[config.mk]
export PLATFORM = sky130hd
export DESIGN_NAME = prbs_pamn_gen
export DESIGN_NICKNAME = d
export VERILOG_FILES = /design/src/rtl/prbs_pamn_gen.sv
export SDC_FILE = /design/constraint.sdc
export NUM_CORES = 1
export LEC_CHECK = 0
export CORE_MARGIN = 2
export CORE_UTILIZATION = 47
export CTS_CLUSTER_DIAMETER = 150
export DETAILED_ROUTE_END_ITERATION = 6
export PLACE_DENSITY = 0.79
export SLEW_MARGIN = 20
export SYNTH_ARGS = -nofsm -noshare
export SYNTH_HDL_FRONTEND = slang
export SYNTH_SLANG_ARGS = --single-unit
export TNS_END_PERCENT = 1
[constraint.sdc]
create_clock -name clk -period 6.5 [get_ports clk]
set_input_delay 1.3 -clock clk [delete_from_list [all_inputs] [get_ports clk]]
set_output_delay 1.3 -clock clk [all_outputs]
set_load 0.1 [all_outputs]
[src/rtl/prbs_pamn_gen.sv]
// Multi-level PRBS symbol source: runtime-selectable Fibonacci LFSR advanced
// BPS steps per symbol, with seed load, Gray mapping, inversion and error inject.
module prbs_pamn_gen #(
    parameter int BPS   = 2,
    parameter int CNT_W = 32
) (
    input  logic             clk,
    input  logic             rst,
    input  logic             en,
    input  logic             load,
    input  logic [30:0]      seed,
    input  logic [2:0]       poly_sel,
    input  logic             gray_en,
    input  logic             inv,
    input  logic             err_inj,
    output logic [BPS-1:0]   sym_out,
    output logic             sym_valid,
    output logic             period_pulse,
    output logic [CNT_W-1:0] sym_cnt
);

    localparam logic [30:0] RST_STATE = 31'h7F;

    logic [30:0]    s;
    logic [30:0]    ref_s;
    logic [30:0]    msk;
    logic [30:0]    cur;
    logic [30:0]    ref_c;
    logic [30:0]    nxt;
    logic [30:0]    seed_m;
    logic [30:0]    load_v;
    logic [BPS-1:0] raw;
    logic [BPS-1:0] m;
    logic           nb;

    function automatic logic [30:0] sel_mask(input logic [2:0] sel);
        logic [30:0] r;
        unique case (sel)
            3'd0:    r = 31'h0000_007F;
            3'd1:    r = 31'h0000_01FF;
            3'd2:    r = 31'h0000_7FFF;
            3'd3:    r = 31'h007F_FFFF;
            default: r = 31'h7FFF_FFFF;
        endcase
        return r;
    endfunction

    function automatic logic tap_bit(input logic [30:0] v,
                                     input logic [2:0]  sel);
        logic r;
        unique case (sel)
            3'd0:    r = v[6]  ^ v[5];
            3'd1:    r = v[8]  ^ v[4];
            3'd2:    r = v[14] ^ v[13];
            3'd3:    r = v[22] ^ v[17];
            default: r = v[30] ^ v[27];
        endcase
        return r;
    endfunction

    // Clear bits above n-1; a state that collapses to zero is revived as all-ones.
    function automatic logic [30:0] fit(input logic [30:0] v,
                                        input logic [30:0] mk);
        logic [30:0] r;
        r = v & mk;
        if (r == 31'd0) r = mk;
        return r;
    endfunction

    always_comb begin
        msk    = sel_mask(poly_sel);
        cur    = fit(s, msk);
        ref_c  = fit(ref_s, msk);
        nxt    = cur;
        raw    = '0;
        nb     = 1'b0;
        for (int k = 0; k < BPS; k++) begin
            nb  = tap_bit(nxt, poly_sel);
            nxt = {nxt[29:0], nb} & msk;
            raw[BPS-1-k] = nb;
        end
        m = gray_en ? (raw ^ (raw >> 1)) : raw;
        if (inv)     m    = ~m;
        if (err_inj) m[0] = ~m[0];
        seed_m = seed & msk;
        load_v = (seed_m == 31'd0) ? msk : seed_m;
    end

    always_ff @(posedge clk or posedge rst) begin
        if (rst) begin
            s            <= RST_STATE;
            ref_s        <= RST_STATE;
            sym_out      <= '0;
            sym_valid    <= 1'b0;
            period_pulse <= 1'b0;
            sym_cnt      <= '0;
        end else if (load) begin
            s            <= load_v;
            ref_s        <= load_v;
            sym_valid    <= 1'b0;
            period_pulse <= 1'b0;
            sym_cnt      <= '0;
        end else begin
            ref_s        <= ref_c;
            sym_valid    <= en;
            period_pulse <= en && (nxt == ref_c);
            if (en) begin
                s       <= nxt;
                sym_out <= m;
                sym_cnt <= sym_cnt + {{(CNT_W-1){1'b0}}, 1'b1};
            end else begin
                s <= cur;
            end
        end
    end

endmodule
==> results of run 1 <==
-- power by group --
group	switching [mW]	internal, mW
clock	0.229	0.271
combinational	0.169	0.121
sequential	0.0621	0.657
-- state kept, by name (all words and copies together) (netlist names) --
| signal | flops |
|---|---|
| ref_s | 31 |
| sym_valid | 1 |
| period_pulse | 1 |
| sym_out | 2 |
| sym_cnt | 32 |
| s | 31 |
-- worst paths after layout --
path | end | slack (ns) | cells past startpoint
worst max-delay path | period_pulse | 1.92 | 9
min in group asynchronous | sym_cnt[19] | 1.42 | 2
max in group asynchronous | ref_s[29] | 3.96 | 3
worst max register to register | ref_s[20] | 3.28 | 7
worst min-delay path | sym_out[1] | 0.51 | 2
worst min register to register | sym_out[1] | 0.51 | 2
-- worst reg2reg max path, delay by kind of cell (launching register included) --
family	cells	cell delay, ns
AO/OA/AOI/OAI	1	0.33
AND/OR/NAND/NOR	5	2.04
flip-flops	1	0.41
buffers and inverters	1	0.37
-- routing by layer --
layer	share of wire	up-vias	global-route usage
met4	0.017	0	0.0927
met1	0.43	2409	0.318
met3	0.072	18	0.0497
met5	0	-	0
met2	0.48	196	0.399
li1	-	2314	-
-- layout make-up --
class,instances,share of cell area
sequential,98,0.373
timing repair buffer,82,0.122
clock inverter,4,0.00416
multi-input combinational,472,0.428
clock buffer,12,0.0372
inverter,15,0.00869
tap,143,0.0270
-- cell families after synthesis --
group,after synthesis,share of synthesized area
AO/OA/AOI/OAI,146,0.166
XOR/XNOR,48,0.0760
adder cells (fa/ha/maj),1,0.00226
buffers and inverters,51,0.0430
flip-flops,98,0.447
multiplexers,31,0.0584
AND/OR/NAND/NOR,246,0.207
-- cell usage in the layout (no fill, tap or decap), types with 6 or more instances in the layout --
cell type        instances
a21oi_1                 45
a22oi_1                  7
and3_1                   6
clkbuf_16                9
clkdlybuf4s50_1         75
dfrtp_1                 84
dfstp_2                 14
inv_1                   14
mux2i_1                 30
nand2_1                 33
nand3_1                 13
nand4_1                  9
nor2_1                 131
nor3_1                  12
nor4_1                  11
o21ai_0                 41
o22a_1                   6
o22ai_1                 13
or4_1                    8
xnor2_1                 16
xor2_1                  32
-- stage by stage --
step | util | area (um2)
finish | 0.577 | 6620
global route | 0.577 | 6620
floorplan | - | 5530
global placement | 0.552 | 6330
detailed placement | 0.552 | 6330
CTS | 0.576 | 6610
==> impl_results.md, run 1 <==
* Synth area leader: dfrtp_1
* CP top delay family: simple AND/OR/NAND/NOR gates
* Fillcell total at 1042
* Cts-stage hold buffer count at 0
* RSZ-0062 raised after global routing: no
* Static Leakage at 2.75 nW
* Detailed placement HPWL at around 11000 um
* Die width at between 100 and 150 um
* Ys Warns at 0
* Area of the multi-input gates at 0.00284 mm2
* Register area share after synthesis at 0.447
* Placed cell count at 809
* Fin cells at 826
* Power per cell area at 228 mW/mm2
* Ant. Diodes at 0
* Netlist cell types at 56
* Max FO, Critical Path at 26
* Die Y at 112 um
* Setup Viol. Count Final at 0
* Initial Util at 0.482
* Worst Setup Path Type: in -> reg
* Hold crit path type: reg -> reg
* Clk_skew at 0.00821 ns
* Worst slack at placement at 1.67 ns
* EDFF count, synth at 0
* Buffers on Ports at 76
* Status: complete, no violations
* Worst path max stage delay at 0.91 ns
* Ranking of synthesized cells by area: dfrtp_1 38%, nor2_1 8.9%, dfstp_2 6.7%
* Worst EP required at 6.79 ns
* Synth cell count leaders: 131 x nor2_1, 84 x dfrtp_1, 45 x a21oi_1
* Period Utilization, post-route at 0.705
* Sequential Area at 0.00247 mm2
* #FFs+latches synth at 98
* WL final at 14900 um
* CP Cell Sequence: clkdlybuf4s50_1 -> nor2_1 -> o22ai_1 -> or4_1 -> a22oi_1 -> o21a_1 -> a41oi_1 -> a211oi_1 -> and4b_1
* CTS resizes at 0
* Worst r2r src: ref_s[29]
* First-pass GRT wire length at 24400 um
* Worst-margin pin slew at 1.12 ns
* Min Hold Slack at ~0.51 ns
* Final Max Tran Viols at 0
* Slew headroom at 0.254
* Synth Net Count at 663
* Antenna violations before repair at 0
* Arrival @ worst endpoint at 4.88 ns
* CP startpoint: poly_sel[2]
* Final nets at 720
* Tot GR Track Use at 0.242
* Later-pin clock latency in the skew report at 0.36 ns
* DRT antenna net count at 0
* Synth Area per Inst at 8.90 um2
* Fin. Hold Viols at 0
* Vias per cell at 5.98
* Clock buffer depth at 2
* Layout cells sized above 1 at 0.0717
* Gpl congestion at 0.906
* Pwr Total at 1.51 mW
* 1st-iter DRT viols at 488
* Inserted Clock Buffers at 9
* Tmin final at 4.58 ns
* Slowest-stage cell, CP: clkdlybuf4s50_1
* Max Fclk at 218 MHz
* Share of the synthesized area in the top cell type at 0.380
* Setup WS post-layout at 1.92 ns
* Pin count of the biggest net entering global routing at 52
* Most numerous cell in the Yosys netlist: nor2_1
* CTS H-tree depth at 3
* CTS Root Cell: clkbuf_16
* Ys async rst share at 1.00
* Grt total ovfl at 0
* Num Clock Sinks at 98
* Die area at 0.0126 mm2
* Ports at 77
* Layout area overhead at 19.7%
* Vias in the first global route at 4793
* Detailed-route via count at ~4900
* Clock slew at reported path FFs at about 0.070 ns
* Critical path endpoint category: flip-flop
* Maxcap violations at 0
* Post-synthesis cell count at about 620
* CTS tree: built
* Hold_sp: sym_out[1]
* 1st-pass router iterations at 5
* Fin Setup TNS at 0 ns
* Post-CTS setup buffers at 0
* Core Region at ~0.011 mm2
* Prevailing post-synth register cell: dfrtp_1
* WP buf/inv at 1
* Routed len/inst at roughly 18 um
* Floorplan row count at 39
* Worst setup SP type: input pin
* DR DRC count at 0
* Peak supply drop at 0.185 mV
* Mapped cell area at 0.00553 mm2
(Power assumes the default switching activity.)
==> run 2, diff against run 1 <==
PLACE_DENSITY = 0.82   (was 0.79)
clock period = 4 ns   (was 6.5 ns; I/O delays follow)
==> run 2 against run 1 <==
  * Total power grew 68%
  * Sequential power rose by 63%
  * Critical path type unchanged
  * Flip-flop and latch count unchanged
  * Die area unchanged
  * Count of clock-buffer cells in the layout fell by 3
  * Worst hold slack worse by 0.0090 ns
  * Via count is 0.99% higher
  * Global-route usage grew 1.4 points
  * Clock power grew 74%
  * Final cell count up 1.7%
  * Sequential share of layout area down 0.75 points
==> impl_results.md, run 2 (synthesis gave the netlist of run 1 again) <==
* Worst setup SP type: input pin
* Share of total power in the clock network at 0.344
* Initial Util at 0.482
* Arrival @ worst endpoint at 3.58 ns
* Setup WS post-layout at between 0.7 and 0.8 ns
* Setup Viol. Count Final at 0
* WL final at 15800 um
* DP Area at about 0.0065 mm2
* First-pass GRT wire length at 25900 um
* Hold crit path type: reg -> reg
* Detailed placement HPWL at 11700 um
* Final nets at around 730
* Worst-margin pin slew at around 1 ns
* Comb power frac at 0.194
* Vias per cell at 5.94
* Layout area overhead at 22.2%
* Clock slew at reported path FFs at 0.07 ns
* DR DRC count at 0
* Grt total ovfl at 0
* Status: complete, no violations
* Worst Reg-to-Reg Cells at 8
* Fin cells at 840
* Placed cell count at 824
* Die Y at 112 um
* Critical path endpoint category: flip-flop
* Detailed-route via count at 4986
* Power per cell area at 375 mW/mm2
* Pint at 1.76 mW
* Tot GR Track Use at 0.256
* DRT antenna net count at 0
* Top reg by flops: sym_cnt
* CTS H-tree depth at 3
* Routed len/inst at 18.8 um
* Fin. Hold Viols at 0
* Most common cell after layout, fill and taps aside: nor2_1
* Sw frac at 0.306
* Worst Setup Path Type: in -> reg
* Hold Path End: sym_out[0]
* Hold_sp: sym_out[0]
* 1st-pass router iterations at 5
* Worst reg2reg setup slack at 0.94 ns
* Tmin final at 3.29 ns
* Layout cells sized above 1 at 0.0947
* Static Leakage at 2.84 nW
* Post-CTS setup buffers at 0
* Pwr Total at around 2.5 mW
* Post-layout util at 0.589
* Sequential Area at roughly 0.0025 mm2
* Cell area after layout at about 0.0068 mm2
* Antenna violations before repair at 0
* Vias in the first global route at ~5100
* Clk_skew at 0.00977 ns
* Gpl congestion at 0.959
* Top routing layer in use: met4
* CTS resizes at 0
* Max Fclk at 304 MHz
* Inserted Clock Buffers at 9
* CTS Root Cell: clkbuf_16
* Num Clock Sinks at just under 100
* P_sw at 0.775 mW
* Area of the multi-input gates at 0.00284 mm2
* Worst slack at placement at 0.409 ns
* Buffers on Ports at 76
* Maxcap violations at 0
* DRT met1 WL at 6930 um
* Pin count of the biggest net entering global routing at between 50 and 60
* Largest regs: sym_cnt (32), ref_s (31), s (31)
* Later-pin clock latency in the skew report at 0.36 ns
* Max FO, Critical Path at 10
* Met2 wire len at 7560 um
* Fillcell total at 1000
* Die area at 0.0126 mm2
* Clock buffer depth at 2
* CTS tree: built
* Core Region at 0.0115 mm2
* Flop pwr share at 0.462
* Peak supply drop at 0.287 mV
* Ant. Diodes at 0
* Metal3 WL at 868 um
* Worst Hold Depth at 2
* Final Max Tran Viols at 0
* Worst r2r src: s[26]
* Max reg flops at 32
* Slew headroom at 0.326
* RSZ-0062 raised after global routing: no
* Fin Setup TNS at 0 ns
* 1st-iter DRT viols at 477
* Ports at between 70 and 80
* Min Hold Slack at roughly 0.50 ns
* Worst EP required at 4.29 ns
* Leading cell types in the layout, fill and taps excluded: 130 x nor2_1, 84 x dfrtp_1, 75 x clkdlybuf4s50_1
* Floorplan row count at 39
* CP startpoint: poly_sel[0]
* Cts-stage hold buffer count at 0
* Period Utilization, post-route at 0.822
* Die width at about 110 um
* Reg2reg end: period_pulse
-- run 2: changes by cell type in the layout (fill, tap and decap cells not counted), sizes merged --
cell	change
buf	+14
bufinv	+1
clkbuf	-3
clkinv	+2
-- run 2: power groups by stage --
stage	Clock, mW	Combinational, mW	Sequential (mW)
after detailed placement	0	0.488	1.18
after floorplan	0	0.296	1.20
after global placement	0	0.480	1.18
final	0.871	0.491	1.17
after CTS	0.884	0.490	1.17
after global routing	0.925	0.536	1.18
-- run 2: worst max-delay path, cell delays in order --
cell and delay, ns:
clkdlybuf4s50_1 0.49, nor3_2 0.33, o22ai_1 0.23, or4_1 0.79
a22oi_1 0.26, o21a_1 0.15, a41oi_1 0.13, a211oi_1 0.18
and4b_1 0.22
-- run 2: layer usage --
metal  global-route usage  vias to the layer above
met5                    0                        -
met4                0.106                        0
met3               0.0400                       27
met2                0.427                      162
met1                0.336                     2465
li1                     -                     2332
-- run 2: worst max-delay path by stage --
stage,to,slack [ns],cells after the start
6_report,period_pulse,0.71,9
5_1_grt,period_pulse,0.52,9
4_1_cts,period_pulse,0.76,9
3_5_place_dp,period_pulse,0.41,9
3_3_place_gp,period_pulse,0.45,9
2_1_floorplan,period_pulse,0.66,1
-- run 2: final cells by class --
type                    count  area share
well taps                 143      0.0265
clock inverters             7      0.0100
flip-flops and latches     98       0.366
multi-input cells         472       0.420
clock buffers               9      0.0333
repair buffers             96       0.136
inverters                  15     0.00852
==> run 3, diff against run 2 <==
clock period = 2.8 ns   (was 4 ns; I/O delays follow)
==> run 3 against run 2 <==
  * Total power is 48% higher
  * Critical path depth stayed put
  * Largest cell class unchanged
  * Combinational power rose by 80%
  * Via count grew 6.0%
  * Critical endpoint unchanged
  * Non-clock buffer count increased by 74
  * Core utilization is 4.9 points higher
  * Flip-flop and latch count is the same
  * Cell area grew 8.3%
==> impl_results.md, run 3 (synthesis gave the netlist of run 1 again) <==
* Sw frac at 0.318
* Inserted Clock Buffers at 9
* Worst Setup Path Type: reg -> reg
* Vias per cell at ~5.8
* Worst setup SP type: flip-flop
* Leading cell types in the layout, fill and taps excluded: 131 x nor2_1, 125 x buf_4, 84 x dfrtp_1
* RSZ-0062 raised after global routing: yes
* Fin cells at 914
* Ports at 77
* Worst-margin pin slew at a little over 0.5 ns
* Critical path endpoint category: flip-flop
* Buffers on Ports at 76
* Num Clock Sinks at 98
* DRT antenna net count at 0
* Tmin final at 2.78 ns
* Pin count of the biggest net entering global routing at 37
* Die Y at 112 um
* Setup WS post-layout at 0.0200 ns
* CP Cell Sequence: or4_4 -> o41ai_4 -> nand4_1 -> buf_6 -> a211o_1 -> o311a_2 -> a41oi_2 -> a211oi_2 -> and4b_1
* DP Area at between 0.006 and 0.007 mm2
* First-pass GRT wire length at 26300 um
* Power per cell area at 513 mW/mm2
* Routed len/inst at 17.6 um
* DR DRC count at 0
* Max FO, Critical Path at 8
* Tot GR Track Use at 0.262
* Initial Util at 0.482
* Worst slack at placement at -0.461 ns
* Placed cell count at between 800 and 900
* Later-pin clock latency in the skew report at 0.36 ns
* Max Fclk at 360 MHz
* Core Region at 0.0115 mm2
* Slew headroom at 0.660
* Die area at 0.0126 mm2
* Period Utilization, post-route at 0.993
* Pwr Total at 3.75 mW
* Max reg flops at 32
* Flop pwr share at 0.431
* Grt total ovfl at 0
* Clk_skew at 0.00795 ns
* Final Max Tran Viols at 0
* 1st-pass router iterations at 5
* Fin. Hold Viols at 0
* 1st-iter DRT viols at 455
* Slowest-stage cell, CP: or4_4
* Worst path max stage delay at 0.59 ns
* Min Hold Slack at about 0.5 ns
* Top reg by flops: sym_cnt
* Worst reg2reg setup slack at 0.02 ns
* CP top delay family: compound AO/OA/AOI/OAI gates
* Static Leakage at 3.30 nW
* Gpl congestion at 0.924
* Share of total power in the clock network at 0.334
* Detailed-route via count at 5283
* Cts-stage hold buffer count at 0
* Floorplan row count at 39
* Worst EP required at 3.05 ns
* CTS tree: built
* Final nets at 808
* Detailed placement HPWL at 12500 um
* Peak supply drop at between 0.4 and 0.5 mV
* CTS Root Cell: clkbuf_16
* Pint at ~2.6 mW
* Antenna violations before repair at 0
* Cell area after layout at ~0.0073 mm2
* Hold crit path type: reg -> reg
* Status: complete, no violations
* Comb power frac at 0.235
* Layout cells sized above 1 at 0.239
* Maxcap violations at 0
* WP buf/inv at 1
* WL final at 16100 um
* Setup Viol. Count Final at 0
* Clock buffer depth at 2
* Layout area overhead at 32.3%
* Die width at 112 um
* Largest regs: sym_cnt (32), ref_s (31), s (31)
* Clock slew at reported path FFs at 0.07 ns
* Arrival @ worst endpoint at 3.03 ns
* CTS H-tree depth at 3
* Vias in the first global route at 5153
* Ant. Diodes at 0
* P_sw at ~1.2 mW
* Most common cell after layout, fill and taps aside: nor2_1
[run 3: changes by cell type in the layout (fill, tap and decap cells not counted), sizes merged]
cell,previous run,this run
buf,21,131
dlygate4sd2,0,2
clkdlybuf4s50,75,36
inv,15,17
clkbuf,9,10
clkinvlp,0,2
dlymetal6s2s,0,1
clkinv,6,2
bufinv,1,0
[run 3: power by group through the flow]
stage                     combinational (mW)  clock, mW  sequential [mW]
final                                  0.882       1.25             1.62
after global routing                   0.955       1.33             1.63
after CTS                              0.867       1.27             1.61
after detailed placement               0.861          0             1.64
after global placement                 0.846          0             1.63
after floorplan                        0.423          0             1.71
[run 3: what timing repair did]
item | 4_1_cts | 5_1_grt
setup buffers | 2 | 2
hold endpoints to repair | 0 | 0
pin swaps | 2 | 9
setup endpoints to repair | 1 | 3
gates resized for setup | 8 | 11
[run 3: final timing paths]
check / depth (start not counted) / to / start
worst max-delay path: 9 / period_pulse / ref_s[30]
worst min-delay path: 2 / sym_out[0] / sym_out[0]
worst max register to register: 9 / period_pulse / ref_s[30]
max in group asynchronous: 3 / s[6] / rst
worst min register to register: 2 / sym_out[0] / sym_out[0]
min in group asynchronous: 2 / sym_cnt[0] / rst
[run 3: cell type report]
class / instances / area (um2)
inverters: 15 / 60.1
clock buffers: 10 / 239
fillers: 965 / 4150
clock inverters: 6 / 58.8
repair buffers: 170 / 1410
multi-input cells: 472 / 2900
flip-flops and latches: 98 / 2470
well taps: 143 / 179
[run 3: routing by layer]
metal / wire [um] / vias up / global-route usage
met1: 6880 / 2549 / 0.338
met5: 0 / - / 0
met4: 274 / 0 / 0.0707
met3: 1030 / 23 / 0.0540
li1: - / 2496 / -
met2: 7940 / 215 / 0.449
[run 3: worst register-to-register path, delay by kind of cell, from the launching register on]
kind                   cells  cell delay (ns)
buffers and inverters      1             0.22
AOI/OAI and AO/OA          5             1.05
and+or+nand+nor            3             1.02
DFF                        1             0.39
[run 3: stage by stage]
stage          utilization  TNS, ns
2_1_floorplan            -        0
3_5_place_dp         0.603   -12.80
3_3_place_gp         0.603   -12.47
5_1_grt              0.638  -0.0600
6_report             0.638        0
4_1_cts              0.632        0
